<file path="src/rtl/pc_sequencer.sv">
// Multicycle FETCH/DECODE/EXEC control for the PC-update datapath: drives PC load,
// next-PC select and return-stack ops, tracks stack depth and counts retired instructions.
module pc_sequencer #(
  parameter int unsigned DEPTH = 16,
  localparam int unsigned DW = $clog2(DEPTH) + 1
) (
  input  logic          CLK,
  input  logic          Reset,
  input  logic          InstValid,
  input  logic [2:0]    Op,
  input  logic          CondTrue,
  input  logic          Stall,
  output logic          IRWrite,
  output logic          PCWrite,
  output logic [2:0]    PCControl,
  output logic [1:0]    RStackOP,
  output logic          Halted,
  output logic          StackError,
  output logic [DW-1:0] Depth,
  output logic [15:0]   Retired
);

  typedef enum logic [1:0] {StFetch, StDecode, StExec, StHalted} state_e;

  localparam logic [2:0] OpSeq    = 3'd0;
  localparam logic [2:0] OpJump   = 3'd1;
  localparam logic [2:0] OpBranch = 3'd2;
  localparam logic [2:0] OpCall   = 3'd3;
  localparam logic [2:0] OpRet    = 3'd4;

  localparam logic [2:0] PcSelStack  = 3'd0;
  localparam logic [2:0] PcSelTarget = 3'd1;
  localparam logic [2:0] PcSelInc    = 3'd4;

  localparam logic [1:0] RsHold = 2'd0;
  localparam logic [1:0] RsPush = 2'd1;
  localparam logic [1:0] RsPop  = 2'd2;

  localparam logic [DW-1:0] DepthMax = DW'(DEPTH);
  localparam logic [DW-1:0] DepthOne = DW'(1);

  state_e        state_q, state_d;
  logic [2:0]    op_q, op_d;
  logic [DW-1:0] depth_q, depth_d;
  logic [15:0]   retired_q, retired_d;
  logic          err_q, err_d;
  logic          halted_q, halted_d;
  logic          retire;

  always_comb begin
    state_d   = state_q;
    op_d      = op_q;
    depth_d   = depth_q;
    retired_d = retired_q;
    err_d     = err_q;
    retire    = 1'b0;
    IRWrite   = 1'b0;
    PCWrite   = 1'b0;
    PCControl = PcSelInc;
    RStackOP  = RsHold;

    unique case (state_q)
      StFetch: begin
        if (InstValid) begin
          IRWrite = 1'b1;
          state_d = StDecode;
        end
      end
      StDecode: begin
        op_d    = Op;
        state_d = StExec;
      end
      StExec: begin
        if (!Stall) begin
          retire = 1'b1;
          case (op_q)
            OpSeq: PCWrite = 1'b1;
            OpJump: begin
              PCWrite   = 1'b1;
              PCControl = PcSelTarget;
            end
            OpBranch: begin
              PCWrite   = 1'b1;
              PCControl = CondTrue ? PcSelTarget : PcSelInc;
            end
            OpCall: begin
              if (depth_q < DepthMax) begin
                PCWrite   = 1'b1;
                PCControl = PcSelTarget;
                RStackOP  = RsPush;
                depth_d   = depth_q + DepthOne;
              end else begin
                retire = 1'b0;
                err_d  = 1'b1;
              end
            end
            OpRet: begin
              if (depth_q != '0) begin
                PCWrite   = 1'b1;
                PCControl = PcSelStack;
                RStackOP  = RsPop;
                depth_d   = depth_q - DepthOne;
              end else begin
                retire = 1'b0;
                err_d  = 1'b1;
              end
            end
            default: retire = 1'b0;
          endcase
          state_d = retire ? StFetch : StHalted;
          if (retire) retired_d = retired_q + 16'd1;
        end
      end
      StHalted: PCControl = 3'd0;
      default: state_d = StFetch;
    endcase

    // Reset wins on the same edge and also masks this cycle's datapath writes.
    if (Reset) begin
      state_d   = StFetch;
      op_d      = '0;
      depth_d   = '0;
      retired_d = '0;
      err_d     = 1'b0;
      IRWrite   = 1'b0;
      PCWrite   = 1'b0;
      PCControl = PcSelInc;
      RStackOP  = RsHold;
    end

    halted_d = (state_d == StHalted);
  end

  always_ff @(posedge CLK) begin
    state_q   <= state_d;
    op_q      <= op_d;
    depth_q   <= depth_d;
    retired_q <= retired_d;
    err_q     <= err_d;
    halted_q  <= halted_d;
  end

  assign Halted     = halted_q & ~Reset;
  assign StackError = err_q;
  assign Depth      = depth_q;
  assign Retired    = retired_q;

endmodule

</file>
<file path="config.mk">
export PLATFORM = sky130hd
export DESIGN_NAME = pc_sequencer
export DESIGN_NICKNAME = d
export VERILOG_FILES = /design/src/rtl/pc_sequencer.sv
export SDC_FILE = /design/constraint.sdc
export NUM_CORES = 1
export LEC_CHECK = 0
export ABC_AREA = 1
export ABC_CLOCK_PERIOD_IN_PS = 4550
export BUFFER_PORTS_ARGS = -buffer_cell sky130_fd_sc_hd__buf_4
export CAP_MARGIN = 15
export CORE_MARGIN = 8
export CORE_UTILIZATION = 30
export CTS_CLUSTER_DIAMETER = 100
export DETAILED_ROUTE_END_ITERATION = 10
export SLEW_MARGIN = 20
export SYNTH_ARGS = -nofsm -noshare
export SYNTH_HDL_FRONTEND = slang
export SYNTH_SLANG_ARGS = --single-unit
</file>
<file path="constraint.sdc">
create_clock -name CLK -period 4.55 [get_ports CLK]
set_input_delay 0.91 -clock CLK [delete_from_list [all_inputs] [get_ports CLK]]
set_output_delay 0.91 -clock CLK [all_outputs]
set_load 0.02 [all_outputs]
</file>
==> results.toml, run 1 <==
[route]
highest_layer = "met4"
met2_length_um = 2030
wl_met3_um = 160
dr.pass1.iters = 4
routed_wl_um = 4520
ant_nets = 0
vias_per_cell = 4.61
drc = 0
initialDrtViolationCount = 155
routed-via-count = 1764
wl_per_cell_um = 11.8
m1WireLength_um = 2270

[clocking]
cts_tree = "built"
clk_pin_slew_ns = 0.10
worstSkewPairLatency_ns = 0.28
clockBufferDepth = 2
holdBufCountCts = 0
cts_inserted_buffers = 3
clock_sinks = 28
postCtsSetupRepairBufs = 0
h-tree-depth = 1
ctsResizeCount = 0
cts-root-buf = "clkbuf_8"

[synth]
synthCells = 273
syn_area_per_cell_sq_um = 6.89
synth_area_leaders = "dfxtp_1 30%, nand2_1 14%, nor2_1 7.6%, nand3_1 5.9%, inv_1 5.6%"
post-synth-top-area-cell = "dfxtp_1"
ys_ff_latch = 28
synth_top_area_share_pct = 29.8
syn-num-nets = 286
ys_warn_count = 0
synth_area_sq_mm = 0.00188
seq_area_frac_synth_pct = 29.8
ys_types = 35

[worst_setup_path]
endpoint_kind = "primary output"
cp.arrival_ns = 2.25
worstPathRequired_ns = 3.64
criticalPathCategory = "input pin to primary output"
cp_common_cell = "nand2_1"
reg2reg_slack_ns = 2.85
path_cells = "buf_4 -> nor3_4 -> o21ai_0 -> a31oi_1 -> nand2_1 -> nand2_1 -> nand2_1 -> buf_4"
cp_slowest_cell = "nor3_4"
path_max_fanout = 12
cp-start-kind = "input pin"
critPathMaxStageDelay_ns = 0.52

[timing]
relSlewSlack_pct = 59.4
fin_crit_sh_pct = 69.5
fin_setup_tns_ns = 0
finalWorstSetupSlack_ns = 1.39
hold_violations = 0
rsz0062_at_grt = "false"
fin_crit_ns = 3.16
max_freq_mhz = 316
final-setup-viol-count = 0
drv_slew = 0
finClkSkew_ns = 0.00506
worstMarginPinSlew_ns = 0.608
whs_ns = 0.495

[die]
floorplan.initialDensity_pct = 30.3
io_pins = 38
die_area_sq_mm = 0.00906
fp.dieH_um = 95.2
core_area_sq_mm = 0.00620
die_width_um = 95.2
num_rows = 29

[global_route]
grt_pass1_vias = 1658
antenna_found_initial = 0
grt_max_degree = 22
grt_pass1_wl_um = 7610
grt_overflow = 0
track_usage_pct = 10.3

[finish]
insertedDiodeCount = 0
layout-drive-gt1-share_pct = 23.2
postLayoutCoreUtil_pct = 36.2
fin_area_sq_mm = 0.00225
n_fill_cell = 652
instances_no_fill = 383
nets = 320
syn_to_final_growth_pct = 19.6

[power_and_ir_drop]
power.density_mw_per_mm2 = 233
peakVddDrop_mv = 0.123
p_leak_nw = 0.915
total_power_uw = 524

[run_status]
status = "finished, final reports clean"

[placed_design]
dpl.hpwl_um = 3420
io_buffers = 36
dpl_cell_area_sq_mm = 0.00218
preCtsSetupSlack_ns = 1.39
place_inst = 379
gp_congestion = 0.791

[job]
drv_cap = 0

[min_path]
min_path_type = "flop to flop"
metal layers:
metal	track usage, %	vias up
met5	0	-
met3	1.65	5
met1	13.5	795
met2	16.8	28
li1	-	936
met4	3.51	0
layout make-up:
class / count / area [sq um] / share of cell area, %
clock buffer: 3 / 41.3 / 1.84
clock inverter: 1 / 30.0 / 1.34
inverter: 35 / 139 / 6.18
multi-input combinational: 203 / 1110 / 49.4
sequential: 28 / 561 / 24.9
tap: 77 / 96.3 / 4.28
timing repair buffer: 36 / 270 / 12.0
power by group:
group          switching, mW  internal (mW)
clock                 0.0831          0.118
combinational         0.0440         0.0228
sequential           0.00605          0.250
sequential cells by signal, summed over array words and instances, names as in the netlist:
| name | flops |
|---|---|
| op_q | 3 |
| state_q | 2 |
| Retired | 16 |
| StackError | 1 |
| Depth | 5 |
| halted_q | 1 |
cells in the mapped netlist (all sizes together):
| master | instances |
|---|---|
| o21ai | 8 |
| and2 | 1 |
| ha | 4 |
| fa | 1 |
| buf | 4 |
| nor3 | 1 |
| o31ai | 1 |
| inv | 35 |
| xor2 | 9 |
| a21oi | 21 |
| o22ai | 1 |
| nor2 | 39 |
| nand4 | 4 |
| clkbuf | 3 |
| nand3 | 25 |
| nand2 | 80 |
| conb | 1 |
| dfxtp | 28 |
| a31oi | 3 |
| nand3b | 1 |
| xnor2 | 3 |
cells in the final DEF (no fill, tap or decap), drive strengths merged:
cell type  count
nand2         80
nor2          39
buf           36
inv           35
dfxtp         28
nand3         25
a21oi         21
xor2           9
o21ai          8
nand4          4
ha             4
a31oi          3
xnor2          3
clkbuf         3
nor3           1
and2           1
o22ai          1
nand3b         1
o31ai          1
fa             1
conb           1
bufinv         1
worst max-delay path, delay by kind of cell:
kind	cells	cell delay [ns]
buf+inv	2	0.29
simple gates	4	0.69
compound gates	2	0.36
final timing paths:
kind                       end  depth (start not counted)        from
setup / recovery  PCControl[2]                          8       Stall
hold / removal      StackError                          2  StackError
setup reg to reg      Depth[4]                         11     op_q[1]
hold reg to reg     StackError                          2  StackError
cell families (layout without fill, tap and decap cells):
logic type | Yosys count | after routing | synth area share [%]
xor gates and xnor gates | 12 | 12 | 5.59
AOI/OAI and AO/OA | 34 | 34 | 11.6
DFF | 28 | 28 | 29.8
and+or+nand+nor | 151 | 151 | 37.9
buffers and inverters | 42 | 75 | 11.1
other | 1 | 1 | 0.199
adders and majority gates | 5 | 5 | 3.73
No activity file was read; power rests on OpenSTA's default activity.
==> run 2: changes to the inputs <==
--- a/config.mk
+++ b/config.mk
@@ -6,7 +6,7 @@
 export NUM_CORES = 1
 export LEC_CHECK = 0
 export ABC_AREA = 1
-export ABC_CLOCK_PERIOD_IN_PS = 4550
+export ABC_CLOCK_PERIOD_IN_PS = 2750
 export BUFFER_PORTS_ARGS = -buffer_cell sky130_fd_sc_hd__buf_4
 export CAP_MARGIN = 15
 export CORE_MARGIN = 8
==> constraint.sdc (replaced) <==
create_clock -name CLK -period 2.75 [get_ports CLK]
set_input_delay 0.55 -clock CLK [delete_from_list [all_inputs] [get_ports CLK]]
set_output_delay 0.55 -clock CLK [all_outputs]
set_load 0.02 [all_outputs]
==> run 2 against run 1 <==
  * Sequential cell count stayed put
  * Combinational power up 68%
  * Setup slack worse by 0.98 ns
  * Non-clock buffer count increased by 1
  * Sequential share of layout area fell by 0.083 points
  * Clock skew up 0.0034 ns
  * Utilization rose by 0.12 points
  * Final cell count up 0.26%
  * Register-to-register slack lost 1.8 ns
  * Critical path type is now flop to primary output
  * Largest power group unchanged
==> results.toml, run 2 (same netlist as run 1, synthesis figures left out) <==
[route]
initialDrtViolationCount = 92
drc = 0
routed-via-count = 1743
routed_wl_um = 4520
wl_per_cell_um = 11.8
dr.pass1.iters = 4
ant_nets = 0
vias_per_cell = 4.54

[die]
floorplan.initialDensity_pct = 30.3
fp.dieH_um = 95.2
core_area_sq_mm = 0.00620
io_pins = 38
die_area_sq_mm = 0.00906
die_width_um = 95.2
num_rows = 29

[finish]
regArea_sq_um = 561
nets = 321
layout_common_cells = "70 x nand2_1, 38 x nor2_1, 37 x buf_4, 28 x dfxtp_1, 28 x inv_1"
syn_to_final_growth_pct = 20.0
largest_reg_flops = 16
multi_input_comb_area_sq_mm = 0.00111
insertedDiodeCount = 0
final_common_cell = "nand2_1"
layout-drive-gt1-share_pct = 23.5
n_fill_cell = 668

[power_and_ir_drop]
seq_power_share_pct = 49.1
peakVddDrop_mv = 0.208
p_leak_nw = 0.921
clkPwrFrac_pct = 37.9
p_switching_uw = 215
total_power_uw = 862
p_comb_share_pct = 13.0
power.density_mw_per_mm2 = 382
intPower_uw = 647
swShare_pct = 24.9

[timing]
drv_slew = 0
rsz0062_at_grt = "false"
fin_crit_sh_pct = 85.2
max_freq_mhz = 427
fin_setup_tns_ns = 0
final-setup-viol-count = 0
finClkSkew_ns = 0.00845
hold_violations = 0
fin_crit_ns = 2.34

[global_route]
track_usage_pct = 10.3
grt_pass1_wl_um = 7620
grt_pass1_vias = 1647
grt_overflow = 0
grt_max_degree = 22
antenna_found_initial = 0

[placed_design]
io_buffers = 36
gp_congestion = 0.779
dpl.hpwl_um = 3470

[worst_setup_path]
setup.worst_path.start = "op_q[1]"
worstPathRequired_ns = 2.20
r2r_start = "op_q[1]"
cp.arrival_ns = 1.79
reg2regPathDepth = 10
endpoint_kind = "primary output"
reg2reg_slack_ns = 1.05
cp-start-kind = "flop"
path_max_fanout = 17
rr_endpoint = "Depth[3]"
criticalPathCategory = "flop to primary output"

[clocking]
clock_sinks = 28
holdBufCountCts = 0
cts_inserted_buffers = 3
clk_pin_slew_ns = 0.10
postCtsSetupRepairBufs = 0
worstSkewPairLatency_ns = 0.28
h-tree-depth = 1
ctsResizeCount = 0
cts_tree = "built"
clockBufferDepth = 2
cts-root-buf = "clkbuf_8"

[min_path]
holdCritStartpoint = "StackError"
min_to = "StackError"
whs_path_depth = 2
min_path_type = "flop to flop"

[run_status]
status = "finished, final reports clean"

[job]
drv_cap = 0
==> run 2: cell types whose count changed in the layout (fill, tap and decap cells not counted), sizes merged <==
| cell | change |
|---|---|
| buf | +1 |
==> run 2: cell type report <==
cell class                      count  share of cell area, %
Inverter                           35                   6.16
Sequential cell                    28                   24.8
Tap cell                           77                   4.27
Clock buffer                        3                   1.83
Timing Repair Buffer               37                   12.3
Multi-Input combinational cell    203                   49.3
Clock inverter                      1                   1.33
==> run 2: critical path, stage by stage (launching register included) <==
cell and delay, ns:
dfxtp_1 0.36, inv_2 0.13, nand3_4 0.13, inv_4 0.13, nand2_4 0.08, nand3_4 0.14
nand2_8 0.13, inv_6 0.14, nand2_1 0.06, inv_1 0.06, buf_4 0.13
==> run 2: how the worst max path moves through the flow <==
stage                   end  cells past startpoint  slack (ns)
5_1_grt             PCWrite                     10        0.27
3_3_place_gp        PCWrite                      8        0.52
3_5_place_dp        PCWrite                      8        0.50
4_1_cts             PCWrite                     10        0.39
6_report            PCWrite                     10        0.41
2_1_floorplan  PCControl[0]                      4        0.73
==> run 2: metal layers <==
layer  up-vias  GRT usage [%]  routed length (um)
met5         -              0                   0
met4         0           3.77                  54
met3         4           2.76                 258
met2        35           16.2                2050
met1       769           13.2                2160
li1        935              -                   -
==> run 2: power groups by stage <==
stage / Clock, mW / Combinational (mW) / Sequential (mW)
floorplan: 0 / 0.0870 / 0.434
global placement: 0 / 0.111 / 0.433
detailed placement: 0 / 0.112 / 0.433
CTS: 0.341 / 0.113 / 0.424
global route: 0.355 / 0.125 / 0.425
finish: 0.327 / 0.112 / 0.424
==> run 2: through the flow <==
| step | std cells | util, % | hold slack, ns | instance area [sq um] | setup slack [ns] |
|---|---|---|---|---|---|
| 2_1_floorplan | 273 | - | 0.544 | 1880 | 0.725 |
| 3_3_place_gp | 380 | 35.2 | 0.454 | 2180 | 0.515 |
| 3_5_place_dp | 380 | 35.2 | 0.468 | 2180 | 0.504 |
| 4_1_cts | 384 | 36.4 | 0.494 | 2260 | 0.387 |
| 5_1_grt | 384 | 36.4 | 0.520 | 2260 | 0.269 |
| 6_report | 384 | 36.4 | 0.489 | 2260 | 0.407 |
